**src/rtl/wr_arbiter.sv**
```systemverilog
// Write-channel arbiter for two masters sharing one AW/W/B path.
// Grants one master at a time. The grant is held until the B response
// completes or the response wait times out. Contention is broken by a
// 1-bit round-robin pointer.
module wr_arbiter #(
    parameter int TIMEOUT = 16,   // max RESP cycles before forced release (2..255)
    parameter int CNT_W   = 8     // 2**CNT_W must exceed TIMEOUT
) (
    input  logic       ACLK,
    input  logic       ARESET,
    input  logic       m1_AWVALID,
    input  logic       m2_AWVALID,
    input  logic       AWVALID,
    input  logic       AWREADY,
    input  logic       WVALID,
    input  logic       WREADY,
    input  logic       WLAST,
    input  logic       BVALID,
    input  logic       BREADY,
    output logic [1:0] mas_sel,
    output logic       busy,
    output logic       timeout_err
);

    typedef enum logic [1:0] {
        IDLE = 2'd0,
        XFER = 2'd1,
        RESP = 2'd2
    } state_t;

    localparam logic [CNT_W-1:0] CNT_LAST = CNT_W'(TIMEOUT - 1);
    localparam logic [CNT_W-1:0] CNT_MAX  = '1;

    state_t           r_state;
    logic [1:0]       r_mas_sel;
    logic             r_prio;        // 0: master 1 wins a tie, 1: master 2 wins
    logic [CNT_W-1:0] r_cnt;
    logic             r_aw_done;
    logic             r_w_done;
    logic             r_timeout_err;

    logic w_aw_hs;
    logic w_wlast_hs;
    logic w_b_hs;
    logic w_aw_done_next;
    logic w_w_done_next;
    logic w_timeout;

    // Handshake decode and "done or completing this cycle" flags
    always_comb begin
        w_aw_hs        = AWVALID & AWREADY;
        w_wlast_hs     = WVALID & WREADY & WLAST;
        w_b_hs         = BVALID & BREADY;
        w_aw_done_next = r_aw_done | w_aw_hs;
        w_w_done_next  = r_w_done | w_wlast_hs;
        w_timeout      = (r_cnt >= CNT_LAST);
    end

    // Arbitration FSM with registered grant, round-robin pointer and timeout
    always_ff @(posedge ACLK) begin
        if (ARESET) begin
            r_state       <= IDLE;
            r_mas_sel     <= 2'b00;
            r_prio        <= 1'b0;
            r_cnt         <= '0;
            r_aw_done     <= 1'b0;
            r_w_done      <= 1'b0;
            r_timeout_err <= 1'b0;
        end else begin
            r_timeout_err <= 1'b0;
            case (r_state)
                IDLE: begin
                    // Handshake inputs are ignored here; flags start clean for XFER
                    r_cnt     <= '0;
                    r_aw_done <= 1'b0;
                    r_w_done  <= 1'b0;
                    if (m1_AWVALID && (!m2_AWVALID || !r_prio)) begin
                        r_mas_sel <= 2'b01;
                        r_state   <= XFER;
                    end else if (m2_AWVALID) begin
                        r_mas_sel <= 2'b10;
                        r_state   <= XFER;
                    end else begin
                        r_mas_sel <= 2'b00;
                    end
                end
                XFER: begin
                    r_aw_done <= w_aw_done_next;
                    r_w_done  <= w_w_done_next;
                    if (w_aw_done_next && w_w_done_next) begin
                        r_state <= RESP;
                        r_cnt   <= '0;
                    end
                end
                RESP: begin
                    // A B handshake takes precedence over a coinciding timeout
                    if (w_b_hs || w_timeout) begin
                        r_state       <= IDLE;
                        r_mas_sel     <= 2'b00;
                        r_prio        <= (r_mas_sel == 2'b01);
                        r_timeout_err <= !w_b_hs;
                    end else if (r_cnt != CNT_MAX) begin
                        r_cnt <= r_cnt + CNT_W'(1);
                    end
                end
                default: begin
                    r_state   <= IDLE;
                    r_mas_sel <= 2'b00;
                end
            endcase
        end
    end

    assign mas_sel     = r_mas_sel;
    assign busy        = (r_state != IDLE);
    assign timeout_err = r_timeout_err;

endmodule

```
**config.mk**
```make
export PLATFORM = sky130hd
export DESIGN_NAME = wr_arbiter
export DESIGN_NICKNAME = d
export VERILOG_FILES = /design/src/rtl/wr_arbiter.sv
export SDC_FILE = /design/constraint.sdc
export NUM_CORES = 1
export LEC_CHECK = 0
export ABC_AREA = 1
export ABC_CLOCK_PERIOD_IN_PS = 1450
export CAP_MARGIN = 20
export CORE_ASPECT_RATIO = 0.8
export CORE_MARGIN = 2
export CORE_UTILIZATION = 35
export CTS_BUF_LIST = sky130_fd_sc_hd__clkbuf_16
export DETAILED_ROUTE_END_ITERATION = 6
export GPL_ROUTABILITY_DRIVEN = 0
export PLACE_DENSITY = 0.6
export SLEW_MARGIN = 20
export SYNTH_ARGS = -nofsm -noshare
export SYNTH_HDL_FRONTEND = slang
export SYNTH_SLANG_ARGS = --single-unit
```
**constraint.sdc**
```tcl
create_clock -name ACLK -period 1.45 [get_ports ACLK]
set_input_delay 0.29 -clock ACLK [delete_from_list [all_inputs] [get_ports ACLK]]
set_output_delay 0.29 -clock ACLK [all_outputs]
set_load 0.005 [all_outputs]
```
# Word level (Yosys, flattened, before mapping)
# Cells that the tools add are included.
[word_totals]
elab_cells = 57
input_bits = 11
output_inout_bits = 4
ff_bits = 16
[classes]
n_eq_ne = 9
reduce_logical = 16
bitwise = 9
n_lt_le_gt_ge = 1
mux = 14
addsub = 1
[ops]
columns = ["operator", "n"]
rows = [
  ["2-to-1 mux 8 bit", 3],
  ["one-hot mux 8 bit (3 select lines)", 1],
  ["2-to-1 mux 2 bit", 6],
  ["one-hot mux 2 bit (3 select lines)", 2],
  ["adder 8 x 1 -> 8 bit (second input constant)", 1],
  ["greater-or-equal comparator 8 x 4 -> 1 bit (second input constant)", 1],
  ["!= test 2 bit (second input constant)", 4],
  ["!= test 8 bit (second input constant)", 1],
  ["AND 1 bit", 4],
  ["== test 2 x 1 -> 1 bit (second input constant)", 2],
  ["one-hot mux 1 bit (2 select lines)", 2],
  ["AND reduction 2 bit", 2],
  ["AND reduction 4 bit", 1],
  ["nonzero test 2 bit", 2],
  ["zero test 1 bit", 3],
  ["!= test 3 bit (second input constant)", 1],
  ["inverter 1 bit", 3],
  ["AND reduction 3 bit", 1],
  ["nonzero test 3 bit", 1],
  ["OR reduction 3 bit", 1],
  ["== test 2 bit (second input constant)", 1],
  ["logical AND 1 bit", 2],
  ["zero test 2 bit", 1],
  ["logical OR 1 bit", 2],
  ["bitwise OR 1 bit", 2],
]

# Logic depth before layout (Yosys ltp)
[logic_depth]
ltp_word = 6
depth_mapped = 10
mapped_depth_nobuf = 10

# Worst setup path after synthesis
# OpenSTA, ideal clock, no wires.
[synth_timing]
path_type = "register to register"
start = "register r_cnt[0]"
end = "register r_cnt[4]"
path_stages_with_launch = 10
path_slack_ps = 225
required_ps = 1320
arrival_ps = 1096
n_path_buf = 0
setup_ps = 130
period_less_slack_ps = 1225
path_cell_list = "dfxtp_1 ha_1 nand3_1 nand2_1 inv_1 nand2_1 nand2_1 nand3_2 inv_2 nor3_1"
[synth_between]
elab_chain_cells = 4
elab_cells_between_ends = 10
classes_between = "add/sub (1); order compare (1); eq/ne (3); mux (3); reduce/logical (2)"
[synth_lines]
columns = ["item", "line", "rtl"]
rows = [
  ["start, declared", "37", "logic [CNT_W-1:0] r_cnt;"],
  ["start signal, assigned", "103", "r_cnt <= r_cnt + CNT_W'(1);"],
  ["adder 8 x 1 -> 8 bit or greater-or-equal comparator 8 x 4 -> 1 bit (tied branches)", "103, 56", ""],
  ["2-to-1 mux 8 bit or logical OR 1 bit (tied branches)", "102, 97", ""],
  ["2-to-1 mux 8 bit or != test 2 bit (tied branches)", "--", ""],
  ["one-hot mux 8 bit (3 select lines) or AND reduction 4 bit (tied branches)", "--", ""],
]
# Parallel ways exist; a longest one is shown, timed or not. The select of a mux whose other input is x is not followed.
# A chain may end at the register's enable or synchronous reset.

# Worst setup path in the final report
[layout_timing]
start = "register r_mas_sel[0] (netlist: mas_sel[0])"
end = "output mas_sel[0]"
[layout_rtl]
columns = ["item", "line", "rtl"]
rows = [
  ["start, declared", "35", "logic [1:0] r_mas_sel;"],
  ["start signal, assigned", "63", "r_mas_sel <= 2'b00;"],
  ["start signal, assigned", "78", "r_mas_sel <= 2'b01;"],
  ["start signal, assigned", "81", "r_mas_sel <= 2'b10;"],
  ["end, declared", "20", "output logic [1:0] mas_sel,"],
]
# No word-level cell between the ends.

==> metrics.txt <==
vias post-DR about 750; ANT cells 0; Synth Area in Adders 1.66%; row count 15; Max Cap Viol 0; Rel. slew slack 82.7%; post-synthesis simple-gate area fraction a little over a third; GR Overflow Total 0; commonest non-fill, non-tap cell in the layout nand2_1; Fin Hold WS ~430 ps; Setup WS post-layout 68.7 ps; mux contribution to synthesized area 0%; 1st-iter DRT viols 14; vias per std cell approximately 4.8; CP max FO 3; commonest non-fill, non-tap cells in the layout nand2_1, clkdlybuf4s50_1, dfxtp_1; Pwr per Cell Area 1100 nW/um^2; Yosys top cell area share between 40% and 50%; Setup Fix Bufs, Post-CTS 0; synthesized flop and latch total 16; Clock Tree Root clkbuf_16; cell family with most CP delay buffers and inverters; htree depth 1; Reg area around 320 um^2; Nets 146; post-synthesis compound-gate area fraction 8.96%; Worst path max stage delay 510 ps; synth top area cells dfxtp_1, nand2_1, nand3_1; Hold Path Stages 2; Final Hold Fails 0; period utilization 95.3%; die area 2550 um^2; critical setup path kind register to output pin; area of the multi-input gates roughly 370 um^2; fin. max-slew vios 0; crit end category output pin; pre-CTS setup slack -81.7 ps; maximum vdd drop roughly 720 uV; syn_nets 119; Arr. time, crit path 1090 ps; final setup vio count 0; vias in the first global route 687; dominant combinational cell family by area after synthesis simple AND/OR/NAND/NOR gates; initial antenna violation count 0; pin count of the biggest net entering global routing 12; Tmin final 1380 ps; first-pass GRT wire length 2.96 mm; crit path launch type register; Area after DPL about 990 um^2; CTS buffer count 3; Post-Syn Area 754 um^2; syn avg cell area 7.05 um^2; Core Region 2100 um^2; Slew @ Worst Pin 257 ps; CTS tree done; Seq/Total Area, Yosys 42.5%; Synth area leader dfxtp_1; deepest clock path buffer count 2; gr usage total 15.6%; Pleak 0.000477 uW; Yosys cell types 23; yosys warns 0; Cell Chain, Critical Path clkdlybuf4s50_1; CTS hold repair buffers 0; initial cell density of the core 35.9%; crit path max-delay cell type clkdlybuf4s50_1; WP buf/inv 1; Skew-Pair Late Insertion Delay roughly 250 ps; Levels on crit path 1; Final HPWL DP 1.27 mm; Synth-to-Final Area Change 43.0%; WP data required 1160 ps; reg2reg path depth 10; skew final ~2.4 ps; Die Y about 46 um; fill cell count 197; drt total wl 1.67 mm; status completed; DRC errors left 0; DRT antenna net count 0; Mapped Cells approximately 110; hold crit path type register to register; xor and xnor fraction of the mapped netlist area 0%; Clk pin slew, worst setup/hold paths approximately 50 ps; WL per Instance 10.6 um; drt pass-1 iters 4; IO Pins 15; number of port buffers 14; share of layout cells above drive strength 1 21.2%; Die W 55.9 um; fmax approximately 0.72 GHz; CTS Sinks 16; Final Cell Area 1080 um^2
==> what timing repair did <==
item / 4_1_cts / 5_1_grt
endpoints found under the setup margin: 1 / 12
pin swaps: 1 / 0
resized for setup: 2 / 5
==> final timing paths <==
path | startpoint | to | slack (ps)
min | r_cnt[6] | r_cnt[6] | 430
min reg2reg | r_cnt[6] | r_cnt[6] | 430
max | mas_sel[0] | mas_sel[0] | 70
max reg2reg | r_cnt[1] | r_cnt[0] | 140
==> metrics by stage <==
step,util [%],total power (uW),std cells,TNS (ps)
after floorplan,-,572,107,0
after global placement,46.9,660,154,-596
after detailed placement,46.9,663,154,-653
after CTS,50.5,1190,157,0
after global routing,51.3,1250,157,-0.982
final,51.3,1190,157,0
==> layout make-up <==
class | instances | share of cell area [%]
repair buffers | 24 | 19.8
well taps | 25 | 2.90
clock buffers | 3 | 6.96
flip-flops and latches | 16 | 30.0
inverters | 16 | 5.80
multi-input cells | 73 | 34.5
==> metal layers <==
layer	track usage [%]	part of all wire (%)
met4	7.14	2.2
met3	4.83	5.7
met2	24.8	44
met1	19.9	48
met5	0	0
==> cell families (layout without fill, tap and decap cells) <==
group                      Yosys count  count (layout)
AOI/OAI and AO/OA                   12              12
adders and majority gates            1               1
and+or+nand+nor                     60              60
DFF                                 16              16
buffers and inverters               18              43
==> synth_stat cells (all sizes together) <==
| cell type | n |
|---|---|
| dfxtp | 16 |
| a21o | 1 |
| nor3 | 5 |
| buf | 1 |
| clkbuf | 1 |
| o31ai | 1 |
| nor2 | 14 |
| nand3 | 12 |
| a21oi | 6 |
| ha | 1 |
| a22oi | 1 |
| nand2 | 25 |
| inv | 16 |
| nand4 | 3 |
| o21ai | 3 |
| or2 | 1 |
==> flip-flops by register name (all words and copies together), names as in the netlist <==
signal and cells:
r_state 2, timeout_err 1, r_cnt 8, r_prio 1, r_w_done 1, r_aw_done 1
mas_sel 2
==> where the power goes <==
group | switching [uW] | internal [uW] | leakage, uW
registers | 16.1 | 460 | 0.000131
clock network | 168 | 362 | 0.0000370
logic | 91.6 | 91.8 | 0.000309
Note: power is estimated with default switching activity, not from simulation.
==> patch, RTL diff (config.mk and constraints unchanged) <==
Set the parameter `CNT_W` to 6 (it was 8).
--- a/src/rtl/wr_arbiter.sv
+++ b/src/rtl/wr_arbiter.sv
@@ -6,3 +6,3 @@
     parameter int TIMEOUT = 16,   // max RESP cycles before forced release (2..255)
-    parameter int CNT_W   = 8     // 2**CNT_W must exceed TIMEOUT
+    parameter int CNT_W   = 6     // 2**CNT_W must exceed TIMEOUT
 ) (
Formal check against the unedited RTL: no difference found for any inputs over 10 cycles, from zero or initial values and one cycle with ARESET high; that may be too few to reach the edited logic, so the function may still have changed.
==> patch against the unedited design <==
  * Sequential cell count fell by 2
  * Worst setup slack got worse by 0.0051 ns
  * Critical path depth did not move
  * Total power down 1.1%
  * Combinational power rose by 28%
  * Sequential share of layout area rose by 0.66 points
  * Synthesized cell count decreased by 11%
  * Fmax shrank 0.37%
  * Synthesized area decreased by 13%
  * Final area decreased by 15%
  * Wire length is 20% lower
  * Largest cell class unchanged
  * Highest routed layer unchanged
==> patch: results <==
[synth]
netlist_instances = 95
synthDistinctLibCells = 18
synth_top_flop_cell = dfxtp_1
yosys-top-cells-area = dfxtp_1 43%, nand2_1 14%, nor2_1 8.6%
ys_async_sr_fraction_pct = 0
synth_seq_area_share_pct = 42.7
yosysWarningCount = 0
ys_top_cells_by_count = 25 x nand2_1, 15 x nor2_1, 14 x dfxtp_1, 12 x inv_1, 10 x nand3_1
synth_xor_area_share_pct = 1.34
synth_compound_area_share_pct = 7.82
synthMuxAreaShare_pct = 0
synthAdderAreaFrac_pct = 1.91
synth_fp_nets = 107

[global_routing]
grt_max_degree = 8
grt_pass1_vias = 536
grtUsageMet1_pct = 19.5
grt_pass1_wl_um = 2320
met3_usage_pct = 7.39
grtUsageMet2_pct = 18.8
grt_antenna_before_repair = 0
grtUsageTotal_pct = 14.6

[route]
avgRoutedWirePerCell_um = 9.83
drtIter0Drc = 15
dr.pass1.iters = 5
via_count = 605

[finish]
nNetsFinal = 128
multiInputGateArea_sq_um = 329
largest_reg_flops = 6
nFillCells = 173
largest-register = r_cnt
drive_gt1_share_pct = 12.3
antenna_cells = 0

[placement]
dp_slack_ns = 0.00710
portBuffers = 14
dp_hpwl_um = 1030

[sta]
max_slew_margin_pct = 84.8
fin_skew_ns = 0.00248

[critical_path]
crit_family = buffers and inverters
crit_path_max_fanout = 3
cp.arrival_ns = 1.10
critical_path.slowest_cell = clkdlybuf4s50_1
slowest_delay_ns = 0.51

[clock_network]
cts_setup_buffers = 0
cts_htree_levels = 1
clk_latency_ns = 0.24
clockRootBuffer = clkbuf_16
clock_path_buffers = 2
numCtsBuffers = 3
clk_pin_slew_ns = 0.04

[worst_hold_path]
min_path_type = flip-flop to flip-flop

[power]
p_leak_nw = 0.397
peakVddDrop_mv = 0.911

[status]
outcome = complete, no violations
-- patch: logic make-up after synthesis --
logic type / after synthesis
flip-flops: 14
XOR/XNOR: 1
buffers and inverters: 13
adder cells (fa/ha/maj): 1
AND/OR/NAND/NOR: 57
AO/OA/AOI/OAI: 9
-- patch: tightest hold or removal path, cell delays in order, from the launching register on --
cell and delay, ns:
dfxtp_1 0.31, nand2_1 0.06, nor2_1 0.03
-- patch: cell type report --
type / count / area share, %
inverters: 12 / 4.89
multi-input cells: 68 / 35.7
clock buffers: 3 / 8.15
well taps: 22 / 2.99
flip-flops and latches: 14 / 30.7
repair buffers: 17 / 17.5
-- patch: metrics by stage --
step	std cells	area (sq um)	util, %
2_1_floorplan	95	656	-
3_3_place_gp	133	842	49.8
3_5_place_dp	133	842	49.8
4_1_cts	136	921	54.4
5_1_grt	136	921	54.4
6_report	136	921	54.4
-- patch: timing repair --
item                                   4_1_cts  5_1_grt
endpoints found under the hold margin        0        0
gates resized for setup                      4        0
setup endpoints to repair                    1        0
hold buffers                                 0        0
-- patch: final timing paths --
kind              depth (start not counted)        from    endpoint  slack [ns]
setup / recovery                          1  mas_sel[1]  mas_sel[1]        0.06
hold / removal                            2    r_cnt[5]    r_cnt[5]        0.45
setup reg to reg                          6    r_cnt[0]  mas_sel[0]        0.16
hold reg to reg                           2    r_cnt[5]    r_cnt[5]        0.45
-- patch: where the power goes --
group / switching, mW / total (mW) / internal [mW]
sequential: 0.0181 / 0.434 / 0.416
combinational: 0.123 / 0.235 / 0.112
clock: 0.148 / 0.508 / 0.360
total: 0.289 / 1.18 / 0.888
-- patch: per-layer routing --
layer | up-vias | part of all wire [%]
met5 | - | 0
met3 | 4 | 5.3
met1 | 256 | 53
met2 | 11 | 39
li1 | 334 | -
met4 | 0 | 2.5
